--- src/rtl/mux_pkg.sv ---
// mux_pkg: constants shared by the mux_scan slice.
//   MODE_MANUAL / MODE_SCAN : encodings of the mode input (also the two
//                             controller states)
//   MUX_N_DEFAULT           : default channel count
//   MUX_W_DEFAULT           : default data width per channel
package mux_pkg;

  localparam logic [0:0] MODE_MANUAL = 1'b0;
  localparam logic [0:0] MODE_SCAN   = 1'b1;

  localparam int MUX_N_DEFAULT = 8;
  localparam int MUX_W_DEFAULT = 1;

endpackage

--- src/rtl/mux_scan_cnt.sv ---
// mux_scan_cnt: scan index counter for mux_scan.
//   clk : clock, rising edge
//   rst : synchronous active-high reset (cnt -> 0)
//   clr : restart the scan; combined with inc the index lands on 1 because
//         channel 0 is being sampled in that same cycle
//   inc : advance the index by one, modulo N
//   cnt : current scan index (SW bits)
//   tc  : terminal count, high while cnt == N-1
module mux_scan_cnt #(
  parameter int N  = mux_pkg::MUX_N_DEFAULT,
  parameter int SW = $clog2(N)
) (
  input  logic          clk,
  input  logic          rst,
  input  logic          clr,
  input  logic          inc,
  output logic [SW-1:0] cnt,
  output logic          tc
);

  assign tc = (cnt == SW'(N - 1));

  always_ff @(posedge clk) begin
    if (rst) begin
      cnt <= '0;
    end else if (clr) begin
      cnt <= inc ? SW'(1) : '0;
    end else if (inc) begin
      cnt <= tc ? '0 : cnt + SW'(1);
    end
  end

endmodule

--- src/rtl/mux_scan.sv ---
// mux_scan: registered N-to-1 channel multiplexer with manual select and
// auto-scan modes.
//   clk   : clock, rising edge
//   rst   : synchronous active-high reset, highest priority
//   d     : flattened channel data, channel k at d[k*W +: W]
//   sel   : channel index used in manual mode
//   mode  : 0 manual select, 1 auto-scan
//   en    : sample enable
//   hold  : freeze scan index and outputs (wins over en)
//   y     : registered selected data
//   ch    : index of the channel presented on y
//   valid : y/ch were loaded on the previous edge
//   wrap  : auto-scan sample of channel N-1 is being presented
//   par   : XOR of y bits (only with MUX_SCAN_PARITY_EN defined)
//
// State | meaning
// ------+---------------------------------------------------
// MANUAL| mode_q == MODE_MANUAL: last non-held cycle was manual
// SCAN  | mode_q == MODE_SCAN  : last non-held cycle was auto-scan
// A MANUAL -> SCAN transition restarts the scan at channel 0.
module mux_scan
  import mux_pkg::*;
#(
  parameter int N  = MUX_N_DEFAULT,
  parameter int W  = MUX_W_DEFAULT,
  localparam int SW = $clog2(N)
) (
  input  logic           clk,
  input  logic           rst,
  input  logic [N*W-1:0] d,
  input  logic [SW-1:0]  sel,
  input  logic           mode,
  input  logic           en,
  input  logic           hold,
  output logic [W-1:0]   y,
  output logic [SW-1:0]  ch,
  output logic           valid,
`ifdef MUX_SCAN_PARITY_EN
  output logic           par,
`endif
  output logic           wrap
);

  logic          mode_q;
  logic          scan;
  logic          start;
  logic          take;
  logic [SW-1:0] cnt;
  logic          tc;
  logic [SW-1:0] idx;
  logic [W-1:0]  dsel;

  assign scan  = (mode == MODE_SCAN);
  // mode_q freezes under hold, so a rise seen during hold still restarts
  // the scan on the first non-held cycle.
  assign start = scan && (mode_q == MODE_MANUAL) && !hold;
  assign take  = en && !hold;

  mux_scan_cnt #(.N(N), .SW(SW)) u_cnt (
    .clk (clk),
    .rst (rst),
    .clr (start),
    .inc (scan && take),
    .cnt (cnt),
    .tc  (tc)
  );

  always_comb begin
    idx = sel;
    if (scan) idx = start ? '0 : cnt;
    dsel = d[int'(idx)*W +: W];
  end

  always_ff @(posedge clk) begin
    if (rst) begin
      mode_q <= MODE_MANUAL;
    end else if (!hold) begin
      mode_q <= mode;
    end
  end

  always_ff @(posedge clk) begin
    if (rst) begin
      y     <= '0;
      ch    <= '0;
      valid <= 1'b0;
      wrap  <= 1'b0;
    end else if (take) begin
      y     <= dsel;
      ch    <= idx;
      valid <= 1'b1;
      // start implies channel 0 is sampled, which can never be N-1
      wrap  <= scan && !start && tc;
    end else begin
      valid <= 1'b0;
      wrap  <= 1'b0;
    end
  end

`ifdef MUX_SCAN_PARITY_EN
  always_ff @(posedge clk) begin
    if (rst) begin
      par <= 1'b0;
    end else if (take) begin
      par <= ^dsel;
    end
  end
`endif

endmodule

--- config.mk ---
export PLATFORM = sky130hd
export DESIGN_NAME = mux_scan
export DESIGN_NICKNAME = d
export VERILOG_FILES = /design/src/rtl/mux_pkg.sv /design/src/rtl/mux_scan_cnt.sv /design/src/rtl/mux_scan.sv
export SDC_FILE = /design/constraint.sdc
export NUM_CORES = 1
export LEC_CHECK = 0
export BUFFER_PORTS_ARGS = -buffer_cell sky130_fd_sc_hd__buf_2
export CORE_AREA = 2 2 39 41
export DETAILED_ROUTE_END_ITERATION = 10
export DIE_AREA = 0 0 41 43
export PLACE_DENSITY = 0.68
export SLEW_MARGIN = 5
export SYNTH_ARGS = -nofsm -noshare
export SYNTH_HDL_FRONTEND = slang
export SYNTH_SLANG_ARGS = --single-unit
export TNS_END_PERCENT = 100
--- constraint.sdc ---
create_clock -name clk -period 1.8 [get_ports clk]
set_input_delay 0.09 -clock clk [delete_from_list [all_inputs] [get_ports clk]]
set_output_delay 0.09 -clock clk [all_outputs]
set_load 0.005 [all_outputs]
==> results.md, run 1 <==
* Status: finished clean
* Crit path DAT at 1800 ps
* Placed Area at 649 µm²
* # nets final at 101
* Crit path max-delay family: compound AO/OA/AOI/OAI gates
* Min-delay src: rst
* CTS Root Cell: clkbuf_4
* Yosys warns at 0
* Hold Path Depth at 2
* Ranking of synthesized cells by area: dfxtp_1, nor2b_1, nor2_1
* FF/Latch Area at 200 µm²
* Maximum clock rate at 0.603 GHz
* Setup crit end kind: flip-flop
* Post-synth EDFFs at 0
* Post-route insts no fill at 97
* Crit-path cells: or2_4 > a31oi_4 > mux2_2 > a32oi_1 > o2111ai_1
* Max IR drop VDD at 0.286 mV
* Worst Setup Start Kind: flip-flop
* Antenna Violating Nets Remaining at 0
* Die H at 43 µm
* DRT iter0 DRCs at 5
* Layout cells sized above 1 at 37.0%
* GP Congestion at 0.708
* Clock Sinks at 10
* CTS Buf Count at 3
* Drt via density at 5.28
* Clk buf depth at 2
* H-tree Lvls at 1
* Gr ovfl total at 0
* Critical path class: flip-flop to flip-flop
* Pleak at 0.296 nW
* TritonCTS clock tree: yes
* Die X at between 40 and 50 µm
* Worst slack, placed at 105 ps
* Hold Buf Count CTS at 0
* Synthesized area at 528 µm²
* Floorplan row count at 14
* Cell area after layout at 672 µm²
* Clk_lat worst skew at 260 ps
* Max incr delay on CP at 360 ps
* Initial antenna violation count at 0
* Post-synthesis net count at 76
* Post-synthesis cell count at 58
* Tcrit/Tclk final at around 90%
* PortBufs at 21
* Post-synth top area cell: dfxtp_1
* Post-CTS Setup Inserts at 0
* RSZ-0062 raised after global routing: no
* Main flop type after synthesis: dfxtp_1
* Crit-path max FO at 6
* Minimum clock period at 1660 ps
* I/O Pins at 22
* Yosys reg bits at 10
* Hold WC Path Type: input port to flip-flop
* Starting Density at 38.2%
* WHS Endpoint: u_cnt.cnt[2]$_SDFFE_PP0P_
* Final hold violations at 0
* Fin Clk Skew at 3.36 ps
* First-pass GRT wire length at 1810 µm
* Largest net degree at the start of global routing at 10
* Final setup margin at 142 ps
* Ys async rst share at 0%
* Maxcap violations at 0
* Pins Over Slew Limit at 0
* Post-Place Cells at 94
* Cts repair resizes at 0
* First-pass iteration count of the detailed router at 3
* Fillers at 145
* Synth-to-layout area growth at 27.3%
* Finish-stage setup viols at 0
* Critical R2R Launch: mode_q$_SDFFE_PP0N_
* R2R cell count at 5
* Data required time of the critical path at 1940 ps
* Routed Wire Length at 1060 µm
* Clock transition at path regs at 60 ps
* Reg2reg end: y$_SDFFE_PP0N_
* Gr usage total at between 15 and 20%
* DRC at 0
* Final antenna diode count at 0
* Core Util, Final at 48.6%
* Synth top area share at 37.9%
* Power per cell area at ~690 mW/mm²
* Die area at around 0.0018 mm²
* Synth top cells by count: dfxtp_1, nor2_1, nor2b_1
* Vias after detailed routing at between 500 and 600
* Yosys cell types at 26
* Most numerous cell in the Yosys netlist: dfxtp_1
* Detailed-route wire length per cell at 10.9 µm
* Total negative slack at 0 ps
* Mean post-synth cell area at 9.10 µm²
* Vias in the first global route at between 400 and 500
* Dpl hpwl at slightly below 900 µm
* Slowest stage cell, crit path: mux2_2
* Post-synthesis sequential area ratio at 37.9%
* R2r setup slk at 140 ps
* Area of the multi-input gates at 317 µm²
* Core ar. at 0.00138 mm²
* Crit path buffers/inverters at 0
* Worst slew pin tran at a little under 400 ps
* Relative slew slack at between 70 and 80%
## layer usage
metal | vias to the layer above | global-route usage, % | share of wire [%]
met3 | 3 | 7.85 | 9.7
li1 | 263 | - | -
met4 | 0 | 8.00 | 1.8
met1 | 226 | 17.4 | 45
met5 | - | 0 | 0
met2 | 20 | 23.4 | 43
## where the power goes
group	total (mW)	switching (mW)	leakage [nW]	internal, mW
clock	0.151	0.0738	0.0138	0.0772
sequential	0.236	0.00602	0.0817	0.230
combinational	0.0752	0.0368	0.200	0.0384
total	0.463	0.117	0.296	0.346
## cells in the final DEF (no fill, tap or decap), drive strengths merged
cell type and count:
nor2 7, inv 2, a21oi 2, a211oi 2, o2111ai 1, nand4 2
mux2 2, and4 1, ha 2, buf 21, or3 1, a32oi 2
nand3 1, a31o 1, nand2 3, nor2b 5, clkbuf 3, nor3 1
o21ai 3, mux2i 2, or4b 1, a31oi 2, nand2b 2, or2 1
a22oi 1, dfxtp 10
## per-stage QoR
stage	total power [mW]	hold WS (ps)
detailed placement	0.317	385
finish	0.463	104
CTS	0.473	95.8
floorplan	0.284	238
global route	0.498	99.9
global placement	0.316	380
## registers in the layout (all words and copies together) (netlist names)
register and count:
ch 3, u_cnt.cnt 3, mode_q 1, valid 1, wrap 1, y 1
## area by class of cell
class                           instances  area share, %
Clock buffer                            3           3.35
Inverter                                2           1.12
Multi-Input combinational cell         45           47.1
Sequential cell                        10           29.8
Tap cell                               16           2.98
Timing Repair Buffer                   21           15.6
## cells by family after synthesis
family                   after synthesis  synth area share [%]
adder cells (fa/ha/maj)                2                  4.74
flip-flops                            10                  37.9
AND/OR/NAND/NOR                       25                  26.3
AO/OA/AOI/OAI                         14                  20.9
multiplexers                           4                  8.06
buffers and inverters                  3                  2.13
## worst reg2reg max path, delay by kind of cell, from the launching register on
family / cells / cell delay [ps]
AO/OA/AOI/OAI: 3 / 530
flip-flops: 1 / 350
multiplexers: 1 / 370
AND/OR/NAND/NOR: 1 / 290
## how the worst max path moves through the flow
stage / from / depth (start not counted) / to / slack, ps
4_1_cts: mode_q$_SDFFE_PP0N_ / 5 / y$_SDFFE_PP0N_ / 90
5_1_grt: mode_q$_SDFFE_PP0N_ / 5 / y$_SDFFE_PP0N_ / 10
2_1_floorplan: mode_q$_SDFFE_PP0N_ / 5 / y$_SDFFE_PP0N_ / 190
3_3_place_gp: mode_q$_SDFFE_PP0N_ / 5 / y$_SDFFE_PP0N_ / 140
3_5_place_dp: mode_q$_SDFFE_PP0N_ / 5 / y$_SDFFE_PP0N_ / 100
6_report: mode_q$_SDFFE_PP0N_ / 5 / y$_SDFFE_PP0N_ / 140
(Power assumes the default switching activity.)
==> run 2, diff against run 1 <==
Settings changed: SETUP_SLACK_MARGIN set to 0.4.
Clock period 1.8 ns to 1.7 ns, I/O delays scaled along.
==> run 2 against run 1 <==
Net effect: die area did not move; flip-flop and latch count unchanged; fmax grew 3.1%; clock skew up 1.5 ps; non-clock buffer count unchanged; combinational power rose by 9.2%; register-to-register slack got worse by 50 ps; via count decreased by 0.20%; wire length rose by 4.0%; largest cell class unchanged.
==> results.md, run 2 (synthesis results as in run 1) <==
* Detailed-route wire length per cell at 11.2 µm (+2.9%)
* Vias in the first global route at 454 (-4.4%)
* Crit path max-delay family: compound AO/OA/AOI/OAI gates
* CTS Buf Count at 3 (unchanged)
* Clock transition at path regs at 70 ps (about the same)
* Gr ovfl total at 0 (unchanged)
* TritonCTS clock tree: yes
* Crit-path cells: or2_4 > a31oi_4 > mux2_4 > a32oi_1 > o2111ai_1
* Routed Wire Length at 1100 µm (+4.0%)
* Antenna Violating Nets Remaining at 0 (unchanged)
* Clock Sinks at 10 (unchanged)
* Minimum clock period at 1610 ps (-50.3 ps)
* PortBufs at 21 (unchanged)
* H-tree Lvls at 1 (unchanged)
* Slowest stage cell, crit path: dfxtp_2
* Met2 routed WL at 484 µm (+5.9%)
* Crit path DAT at 1740 ps (-60 ps)
* CP startpoint: mode_q$_SDFFE_PP0N_
* Biggest regs: ch x3, u_cnt.cnt x3
* Crit-path max FO at 6 (unchanged)
* Max IR drop VDD at 0.467 mV (+63%)
* Power per cell area at 791 mW/mm² (+15%)
* First-pass GRT wire length at 1790 µm (-1.1%)
* Min-delay src: rst
* Dpl hpwl at 890 µm (+2.7%)
* Hold WC Path Type: input port to flip-flop
* Initial antenna violation count at 0 (unchanged)
* CTS Root Cell: clkbuf_4
* Clk_lat worst skew at 260 ps (about the same)
* Setup crit end kind: flip-flop
* Layout cells sized above 1 at 40.2% (+3.2 points)
* Crit path buffers/inverters at 0 (unchanged)
* Commonest cells after routing, fill and taps aside: buf_2, dfxtp_1, nor2_1
* Pleak at 0.308 nW (+4.1%)
* Vias after detailed routing at 511 (-0.20%)
* Floorplan row count at 14 (unchanged)
* Final hold violations at 0 (unchanged)
* WP depth at 5 (unchanged)
* # nets final at 101 (unchanged)
* Critical path class: flip-flop to flip-flop
* Data required time of the critical path at 1840 ps (-100 ps)
* Largest net degree at the start of global routing at 10 (unchanged)
* RSZ-0062 raised after global routing: yes
* Maximum clock rate at 0.622 GHz (+3.1%)
* Tcrit/Tclk final at 94.5% (+2.5 points)
* R2R cell count at 5 (unchanged)
* First-pass iteration count of the detailed router at 2 (-1)
* Die X at 41 µm (unchanged)
* Synth-to-layout area growth at 31.0%
* I/O Pins at 22 (unchanged)
* Starting Density at 38.2% (unchanged)
* Worst slew pin tran at 425 ps (+39.9 ps)
* Pins Over Slew Limit at 0 (unchanged)
* Maxcap violations at 0 (unchanged)
* Gr usage total at 14.9% (-0.77 points)
* Commonest non-fill, non-tap cell in the layout: buf_2
* Relative slew slack at 71.6% (-2.7 points)
* Total negative slack at 0 ps (unchanged)
* Critical R2R Launch: mode_q$_SDFFE_PP0N_
* Final antenna diode count at 0 (unchanged)
* Die H at 43 µm (unchanged)
* GP Congestion at 0.732 (+3.3%)
* Drt via density at 5.21 (-1.2%)
* Wl on met1 at 529 µm (+11%)
* Total chip power at 0.547 mW (+18%)
* Status: finished clean
* Fillers at 143 (-1.4%)
* Clk buf depth at 2 (unchanged)
* DRT iter0 DRCs at 2 (-3)
* Worst Setup Start Kind: flip-flop
* Hold Buf Count CTS at 0 (unchanged)
* Core ar. at 0.00138 mm² (unchanged)
* Post-CTS Setup Inserts at 0 (unchanged)
* Finish-stage setup viols at 0 (unchanged)
* Die area at 0.00176 mm² (unchanged)
* DRC at 0 (unchanged)
* Fin Clk Skew at 4.84 ps (+1.48 ps)
* Max incr delay on CP at 340 ps (-20 ps)
* Hold Path Depth at 2 (unchanged)
* Routed met3 length at 65 µm (-36%)
* Uppermost layer routed: met4
run 2: metal layers:
metal / vias to the layer above / track usage, %
li1: 263 / -
met3: 2 / 4.71
met1: 231 / 18.4
met4: 0 / 6.00
met5: - / 0
met2: 15 / 22.8
run 2: through the flow:
stage	area (µm²)	hold WS [ps]	setup WS, ps	cells	utilization [%]
4_1_cts	691	100	87.7	98	49.9
3_3_place_gp	654	375	154	94	47.3
5_1_grt	692	117	8.19	98	50.0
2_1_floorplan	533	225	196	58	-
3_5_place_dp	654	379	87.6	94	47.3
6_report	692	98.6	92.8	98	50.0
run 2: cell type report:
type / instances / area (µm²) / area share [%]
Sequential cell: 10 / 203 / 29.3
Timing Repair Buffer: 21 / 105 / 15.2
Clock buffer: 4 / 36.3 / 5.24
Inverter: 2 / 7.51 / 1.08
Tap cell: 16 / 20.0 / 2.89
Multi-Input combinational cell: 45 / 320 / 46.3
run 2: timing repair:
item,CTS,global route
endpoints found under the hold margin,0,0
setup endpoints to repair,1,3
resized for setup,0,1
run 2: power breakdown:
part / leakage [nW] / internal [mW] / switching (mW)
sequential: 0.0825 / 0.244 / 0.00634
clock: 0.0210 / 0.130 / 0.0843
combinational: 0.205 / 0.0419 / 0.0403
run 2: final timing paths:
path                                                   to  slack [ps]
worst min register to register  u_cnt.cnt[2]$_SDFFE_PP0P_         490
worst max register to register             y$_SDFFE_PP0N_          90
worst min-delay path                  mode_q$_SDFFE_PP0N_         100
worst max-delay path                       y$_SDFFE_PP0N_          90
